File: config.mk
export PLATFORM = sky130hd
export DESIGN_NAME = uart_tx_param
export DESIGN_NICKNAME = d
export VERILOG_FILES = /design/src/rtl/uart_tx_param.sv
export SDC_FILE = /design/constraint.sdc
export NUM_CORES = 1
export LEC_CHECK = 0
export BUFFER_PORTS_ARGS = -buffer_cell sky130_fd_sc_hd__buf_2
export CORE_AREA = 2 2 73 75
export DETAILED_ROUTE_END_ITERATION = 8
export DIE_AREA = 0 0 75 77
export PLACE_DENSITY = 0.75
export RECOVER_POWER = 50
export REMOVE_ABC_BUFFERS = 1
export SLEW_MARGIN = 30
export SYNTH_ARGS = -nofsm -noshare
export SYNTH_HDL_FRONTEND = slang
export SYNTH_SLANG_ARGS = --single-unit
File: constraint.sdc
create_clock -name hwclk -period 6.8 [get_ports hwclk]
set_input_delay 1.02 -clock hwclk [delete_from_list [all_inputs] [get_ports hwclk]]
set_output_delay 1.02 -clock hwclk [all_outputs]
set_load 0.005 [all_outputs]
File: src/rtl/uart_tx_param.sv
// Parametrised UART transmitter with a word FIFO and valid/ready input handshake.
// Frame: start bit, DATA_BITS data bits LSB first, optional parity, STOP_BITS stop bits.
module uart_tx_param #(
  parameter int unsigned CLK_HZ     = 12_000_000,
  parameter int unsigned BAUD       = 115200,
  parameter int unsigned DATA_BITS  = 8,
  parameter int unsigned PARITY     = 0,
  parameter int unsigned STOP_BITS  = 1,
  parameter int unsigned FIFO_DEPTH = 4
) (
  input  logic                          hwclk,
  input  logic                          rst,
  input  logic [DATA_BITS-1:0]          tx_data,
  input  logic                          tx_valid,
  output logic                          tx_ready,
  output logic                          ftdi_tx,
  output logic                          busy,
  output logic [$clog2(FIFO_DEPTH):0]   fifo_count
);

  localparam int unsigned CLKS_PER_BIT = CLK_HZ / BAUD;
  localparam int unsigned CNT_W        = (CLKS_PER_BIT > 1) ? $clog2(CLKS_PER_BIT) : 1;
  localparam int unsigned PTR_W        = $clog2(FIFO_DEPTH);
  localparam int unsigned FCNT_W       = PTR_W + 1;
  localparam int unsigned IDX_W        = $clog2(DATA_BITS);

  typedef enum logic [2:0] {
    S_IDLE,
    S_START,
    S_DATA,
    S_PARITY,
    S_STOP
  } state_e;

  state_e               state_q, state_d;
  logic [CNT_W-1:0]     baud_q, baud_d;
  logic [IDX_W-1:0]     bit_q, bit_d;
  logic [DATA_BITS-1:0] shift_q, shift_d;
  logic                 par_q, par_d;
  logic                 tx_q, tx_d;
  logic                 busy_q, busy_d;

  logic [DATA_BITS-1:0] mem_q [FIFO_DEPTH];
  logic [PTR_W-1:0]     wr_ptr_q, wr_ptr_d;
  logic [PTR_W-1:0]     rd_ptr_q, rd_ptr_d;
  logic [FCNT_W-1:0]    count_q, count_d;

  logic                 push;
  logic                 pop;
  logic                 empty;
  logic                 bit_end;
  logic                 start_frame;
  logic [DATA_BITS-1:0] head;

  assign tx_ready   = (count_q != FCNT_W'(FIFO_DEPTH));
  assign push       = tx_valid & tx_ready;
  assign empty      = (count_q == '0);
  assign head       = mem_q[rd_ptr_q];
  assign bit_end    = (baud_q == CNT_W'(CLKS_PER_BIT - 1));
  assign ftdi_tx    = tx_q;
  assign busy       = busy_q;
  assign fifo_count = count_q;

  // Frame sequencer: next state, line level and baud/bit counters.
  always_comb begin
    state_d     = state_q;
    bit_d       = bit_q;
    shift_d     = shift_q;
    par_d       = par_q;
    tx_d        = tx_q;
    busy_d      = busy_q;
    start_frame = 1'b0;
    pop         = 1'b0;
    baud_d      = (state_q == S_IDLE || bit_end) ? '0 : baud_q + CNT_W'(1);

    unique case (state_q)
      S_IDLE: begin
        tx_d   = 1'b1;
        busy_d = 1'b0;
        if (!empty) start_frame = 1'b1;
      end
      S_START: begin
        if (bit_end) begin
          state_d = S_DATA;
          bit_d   = '0;
          tx_d    = shift_q[0];
          shift_d = shift_q >> 1;
        end
      end
      S_DATA: begin
        if (bit_end) begin
          if (bit_q == IDX_W'(DATA_BITS - 1)) begin
            bit_d = '0;
            if (PARITY != 0) begin
              state_d = S_PARITY;
              tx_d    = par_q;
            end else begin
              state_d = S_STOP;
              tx_d    = 1'b1;
            end
          end else begin
            bit_d   = bit_q + IDX_W'(1);
            tx_d    = shift_q[0];
            shift_d = shift_q >> 1;
          end
        end
      end
      S_PARITY: begin
        if (bit_end) begin
          state_d = S_STOP;
          bit_d   = '0;
          tx_d    = 1'b1;
        end
      end
      S_STOP: begin
        if (bit_end) begin
          if (bit_q == IDX_W'(STOP_BITS - 1)) begin
            if (!empty) begin
              start_frame = 1'b1;
            end else begin
              state_d = S_IDLE;
              tx_d    = 1'b1;
              busy_d  = 1'b0;
            end
          end else begin
            bit_d = bit_q + IDX_W'(1);
          end
        end
      end
      default: begin
        state_d = S_IDLE;
        tx_d    = 1'b1;
        busy_d  = 1'b0;
      end
    endcase

    // Pop the head word straight into the shifter; parity comes from the popped word.
    if (start_frame) begin
      pop     = 1'b1;
      state_d = S_START;
      baud_d  = '0;
      bit_d   = '0;
      shift_d = head;
      par_d   = (PARITY == 1) ? ~(^head) : (^head);
      tx_d    = 1'b0;
      busy_d  = 1'b1;
    end
  end

  // FIFO pointer and occupancy update; push and pop together leave the count unchanged.
  always_comb begin
    wr_ptr_d = push ? wr_ptr_q + PTR_W'(1) : wr_ptr_q;
    rd_ptr_d = pop  ? rd_ptr_q + PTR_W'(1) : rd_ptr_q;
    unique case ({push, pop})
      2'b10:   count_d = count_q + FCNT_W'(1);
      2'b01:   count_d = count_q - FCNT_W'(1);
      default: count_d = count_q;
    endcase
  end

  // FIFO storage; contents need no reset since occupancy is tracked separately.
  always_ff @(posedge hwclk) begin
    if (push) mem_q[wr_ptr_q] <= tx_data;
  end

  // State and datapath registers with synchronous reset.
  always_ff @(posedge hwclk) begin
    if (rst) begin
      state_q  <= S_IDLE;
      baud_q   <= '0;
      bit_q    <= '0;
      shift_q  <= '0;
      par_q    <= 1'b0;
      tx_q     <= 1'b1;
      busy_q   <= 1'b0;
      wr_ptr_q <= '0;
      rd_ptr_q <= '0;
      count_q  <= '0;
    end else begin
      state_q  <= state_d;
      baud_q   <= baud_d;
      bit_q    <= bit_d;
      shift_q  <= shift_d;
      par_q    <= par_d;
      tx_q     <= tx_d;
      busy_q   <= busy_d;
      wr_ptr_q <= wr_ptr_d;
      rd_ptr_q <= rd_ptr_d;
      count_q  <= count_d;
    end
  end

endmodule

# Word-level counts from Yosys, hierarchy flattened
# Memories as Yosys holds them, arrays and structs flattened. A register that Yosys moved wholly into a read port is not among the register bits.
# Index checks and enable logic that the tools add are counted.
[totals] register_bits=30 ram_bits=32 inputBits=11 output_inout_bits=6 word_cells=108 n_memories=1
[classes] n_addsub=6 n_eq_ne=28 muxes=44 bitwise_logic=2 reduce_logical=17
[mem_list] memory="mem_q" words=4 width=8 read_ports=1 rd_ports_with_merged_regs=1 write_ports=1 line="43" rtl="logic [DATA_BITS-1:0] mem_q [FIFO_DEPTH];"
[ops] operator="3-bit two-way mux" n=12
[ops] operator="8-bit two-way mux" n=4
[ops] operator="3-bit inequality test, second input constant" n=9
[ops] operator="1-bit two-way mux" n=19
[ops] operator="2-bit inequality test, second input constant" n=9
[ops] operator="8-bit one-hot mux with 2 select lines" n=1
[ops] operator="8-bit AND reduction" n=2
[ops] operator="3-bit one-hot mux with 5 select lines" n=1
[ops] operator="3-bit logical NOT" n=3
[ops] operator="3-bit one-hot mux with 3 select lines" n=1
[ops] operator="4-bit AND reduction" n=2
[ops] operator="7-bit by 1-bit adder with 7-bit output, second input constant" n=1
[ops] operator="7-bit equality test, second input constant" n=1
[ops] operator="3-bit by 1-bit adder with 3-bit output, second input constant" n=2
[ops] operator="3-bit by 2-bit equality test with 1-bit output, second input constant" n=2
[ops] operator="3-bit equality test, second input constant" n=2
[ops] operator="3-bit one-hot mux with 2 select lines" n=1
[ops] operator="6-bit AND reduction" n=1
[ops] operator="3-bit nonzero test" n=2
[ops] operator="3-bit OR reduction" n=2
[ops] operator="5-bit AND reduction" n=1
[ops] operator="2-bit by 1-bit adder with 2-bit output, second input constant" n=2
[ops] operator="2-bit two-way mux" n=2
[ops] operator="2-bit by 1-bit inequality test with 1-bit output, second input constant" n=2
[ops] operator="other kinds (11)" n=13

# Longest topological paths before layout
[logic_depth] ltp_word=8 mapped_depth=13 mapped_depth_nobuf=12

# Least setup slack after synthesis
# OpenSTA, ideal clock, no wires.
[synth_timing] path_kind="flip-flop to flip-flop" startpoint="register baud_q[3]" endpoint="register count_q[2], in the netlist fifo_count[2]" setup_time_ns=0.071 arrival_ns=2.762 path_slack_ns=3.967 stages_incl_launch_ff=13 path_buffers=2 synth_period_minus_slack_ns=2.833 cell_sequence="dfxtp_1 -> or3b_1 -> buf_6 -> or3_1 -> a21o_1 -> buf_2 -> inv_2 -> ha_1 -> inv_1 -> fa_1 -> xor2_1 -> or3_1 -> a21oi_1"
[synth_via] elab_chain_cells=6
[synth_lines] item="start, declared" line="36" rtl="logic [CNT_W-1:0] baud_q, baud_d;"
[synth_lines] item="start signal, assigned" line="181" rtl="baud_q <= baud_d;"
[synth_lines] item="7-bit equality test *" line="59" rtl="assign bit_end = (baud_q == CNT_W'(CLKS_PER_BIT - 1));"
[synth_lines] item="1-bit two-way mux *" line="116" rtl="if (bit_end) begin"
[synth_lines] item="1-bit one-hot mux with 2 select lines *" line="76" rtl="unique case (state_q)"
[synth_lines] item="1-bit two-way mux *" line="138" rtl="if (start_frame) begin"
[synth_lines] item="2-bit by 1-bit equality test with 1-bit output / 2-bit equality test (equally long branches)" line="154" rtl="unique case ({push, pop})"
[synth_lines] item="3-bit one-hot mux with 2 select lines / 2-bit nonzero test (equally long branches)"
[synth_lines] item="end signal, assigned" line="189" rtl="count_q <= count_d;"
[synth_lines] item="end, declared" line="46" rtl="logic [FCNT_W-1:0] count_q, count_d;"
# Mark *: on every way between the ends. The rest lies on a longest branch, timed or not.
# A chain may end at the register's enable or synchronous reset.

# Worst setup path after layout
[layout_timing] startpoint="register baud_q[0]" endpoint="register count_q[2], in the netlist fifo_count[2]"
# The elaborated chain is that of the path after synthesis.

==> impl_metrics.yaml <==
layout:
  final_cell_area_um2: 3130
  final_cells: 327
  drive_above_1_share_pct: 16.7
  syn_to_final_growth_pct: 10.9
  layout.nets: 273
  post-route-util_pct: 62.9
  diodes: 0
sta:
  setup_viol: 0
  fin_skew_ns: 0.00743
  worst_pin_slew_ns: 0.759
  rsz0062_at_grt: "false"
  finalHoldViolCount: 0
  period_needed_ns: 3.24
  max_freq_ghz: 0.309
  maxSlewHeadroom_pct: 49.4
  report.final.slew_viol_count: 0
  fin_ws_ns: 3.56
  fin_crit_sh_pct: 47.6
  whs_ns: 0.451
  finalSetupTns_ns: 0
logic_synthesis:
  synth_flop_cell: "edfxtp_1"
  yosys_warnings: 0
  synth-seq-cells: 64
  yosys.area_share.adder_pct: 4.70
  synth.distinct_cells: 46
  synth.area.mux_share_pct: 9.22
  syn_area_um2: 2820
  synth.avg_cell_area_um2: 12.0
  synth_seq_area_share_pct: 56.7
  synth-simple-area-share_pct: 12.3
  synth-compound-area-share_pct: 11.1
  synthTopCellsByCount: "dfxtp_1 (32), edfxtp_1 (32), nor2_1 (27)"
  ys_top_cells_by_area: "edfxtp_1 (34%), dfxtp_1 (23%), mux4_2 (6.4%), ha_1 (4.0%), nor2_1 (3.6%)"
  ys_async_sr_fraction_pct: 0
  yosysTopAreaCell: "edfxtp_1"
  synth_edf_count: 32
  synth_top_family_by_area: "simple AND/OR/NAND/NOR gates"
  netlist.area_leader.share_pct: 34.0
  synthXorXnorAreaFrac_pct: 2.48
  synthCells: 235
floorplanning:
  die_y_um: 77
  dieArea_um2: 5780
  start_util_pct: 56.7
  fp.coreArea_um2: 4980
  num_io_pins: 17
  num_rows: 26
  die_w_um: 75
drt:
  antenna_left: 0
  num_vias: 1829
  drtIter0Drc: 146
  wirelength_mm: 4.77
  drc: 0
  routedWlPerCell_um: 14.6
  vias_per_cell: 5.59
  dr.pass1.iters: 5
worst_setup_path:
  required_ns: 7.07
  cp-start-kind: "flop"
  arrival_ns: 3.51
  cp_max_fo: 22
  endpoint_kind: "flop"
  critPathKind: "flop to flop"
global_route:
  first_global_vias: 1826
  antenna_found_initial: 0
  track_usage_pct: 19.7
  overflow: 0
  grt_pass1_wl_mm: 8.45
  grt_max_degree: 23
power_and_ir_drop:
  p_per_area_nw_per_um2: 340
  p_sw_share_pct: 30.4
  pwr-share-comb_pct: 22.3
  p_sw_mw: 0.324
  leakage_nw: 1.09
  p_int_mw: 0.740
  power_frac_clock_pct: 30.0
  power_mw: 1.06
  seqPwrFrac_pct: 47.7
  ir_drop_mv: 0.227
status:
  run_status: "finished clean"
clock_network:
  cts_sinks: 64
  h-tree-depth: 3
  root_buffer: "clkbuf_8"
  worstSkewPairLatency_ns: 0.34
  cts-buffers-inserted: 9
  cts_setup_buffers: 0
  path_clk_slew_ns: 0.07
  ctsResizeCount: 0
  postCtsHoldBufs: 0
  cts.path.max_buffers: 2
  tritoncts: "built"
place:
  hpwl_mm: 3.26
  port_buffers: 16
  place_ws_ns: 3.59
  dpl_cell_area_um2: 2940
  gp_congestion: 0.837
  dp_cells: 311
worst_hold_path:
  hold_class: "flop to flop"
flow_run:
  maxCapViolations: 0
kinds of logic after synthesis:
kind of cell | after synthesis
buffers and inverters | 24
muxes | 16
adders and majority gates | 10
and+or+nand+nor | 69
AOI/OAI and AO/OA | 44
xor gates and xnor gates | 8
DFF | 64
state kept, by name, indices dropped and copies added (netlist names), named ones only:
signal,count
mem_q,32
shift_q,8
baud_q,7
bit_q,3
fifo_count,3
state_q,3
rd_ptr_q,2
wr_ptr_q,2
busy,1
ftdi_tx,1
layer usage:
metal / share of wire (%) / track usage [%] / vias to the layer above
met5: 0 / 0 / -
met4: 2.1 / 8.75 / 0
met3: 5.6 / 6.18 / 17
met2: 48 / 30.0 / 61
met1: 44 / 25.5 / 857
li1: - / - / 894
worst max-delay path: stages, from the launching register on:
cell and delay, ns:
dfxtp_1 0.35, ha_1 0.21, nand3_1 0.27, or3_1 0.46
a21o_1 0.46, inv_2 0.17, ha_1 0.19, inv_1 0.06
fa_1 0.38, xor2_1 0.16, or3_1 0.30, a21oi_1 0.16
power groups by stage:
| stage | combinational (mW) | sequential, mW | clock [mW] |
|---|---|---|---|
| 2_1_floorplan | 0.186 | 0.505 | 0 |
| 3_3_place_gp | 0.234 | 0.514 | 0 |
| 3_5_place_dp | 0.238 | 0.517 | 0 |
| 4_1_cts | 0.239 | 0.509 | 0.328 |
| 5_1_grt | 0.269 | 0.516 | 0.342 |
| 6_report | 0.237 | 0.507 | 0.320 |
worst paths after layout:
check	to	start	slack (ns)	depth (start not counted)
setup / recovery	fifo_count[2]$_SDFFE_PP0P_	baud_q[0]$_SDFF_PP0_	3.56	11
hold / removal	baud_q[0]$_SDFF_PP0_	baud_q[0]$_SDFF_PP0_	0.45	1
setup reg to reg	fifo_count[2]$_SDFFE_PP0P_	baud_q[0]$_SDFF_PP0_	3.56	11
hold reg to reg	baud_q[0]$_SDFF_PP0_	baud_q[0]$_SDFF_PP0_	0.45	1
final cells by class:
type                       count  area [um^2]
inverter                      14         52.6
timing repair buffer          16         70.1
sequential                    64         1600
multi-input combinational    147         1120
clock buffer                   9          124
clock inverter                 7         72.6
fill                         388         1850
tap                           70         87.6
placed cells by master (no fill, tap or decap), types with 9 or more instances in the layout:
| cell type | netlist | routed |
|---|---|---|
| edfxtp_1 | 32 | 32 |
| ha_1 | 9 | 9 |
| inv_1 | 13 | 13 |
| nand2_1 | 10 | 10 |
| a21oi_1 | 14 | 14 |
| clkbuf_8 | 0 | 9 |
| nor2_1 | 27 | 27 |
| dfxtp_1 | 32 | 32 |
| o21ai_0 | 9 | 9 |
(Power assumes the default switching activity.)
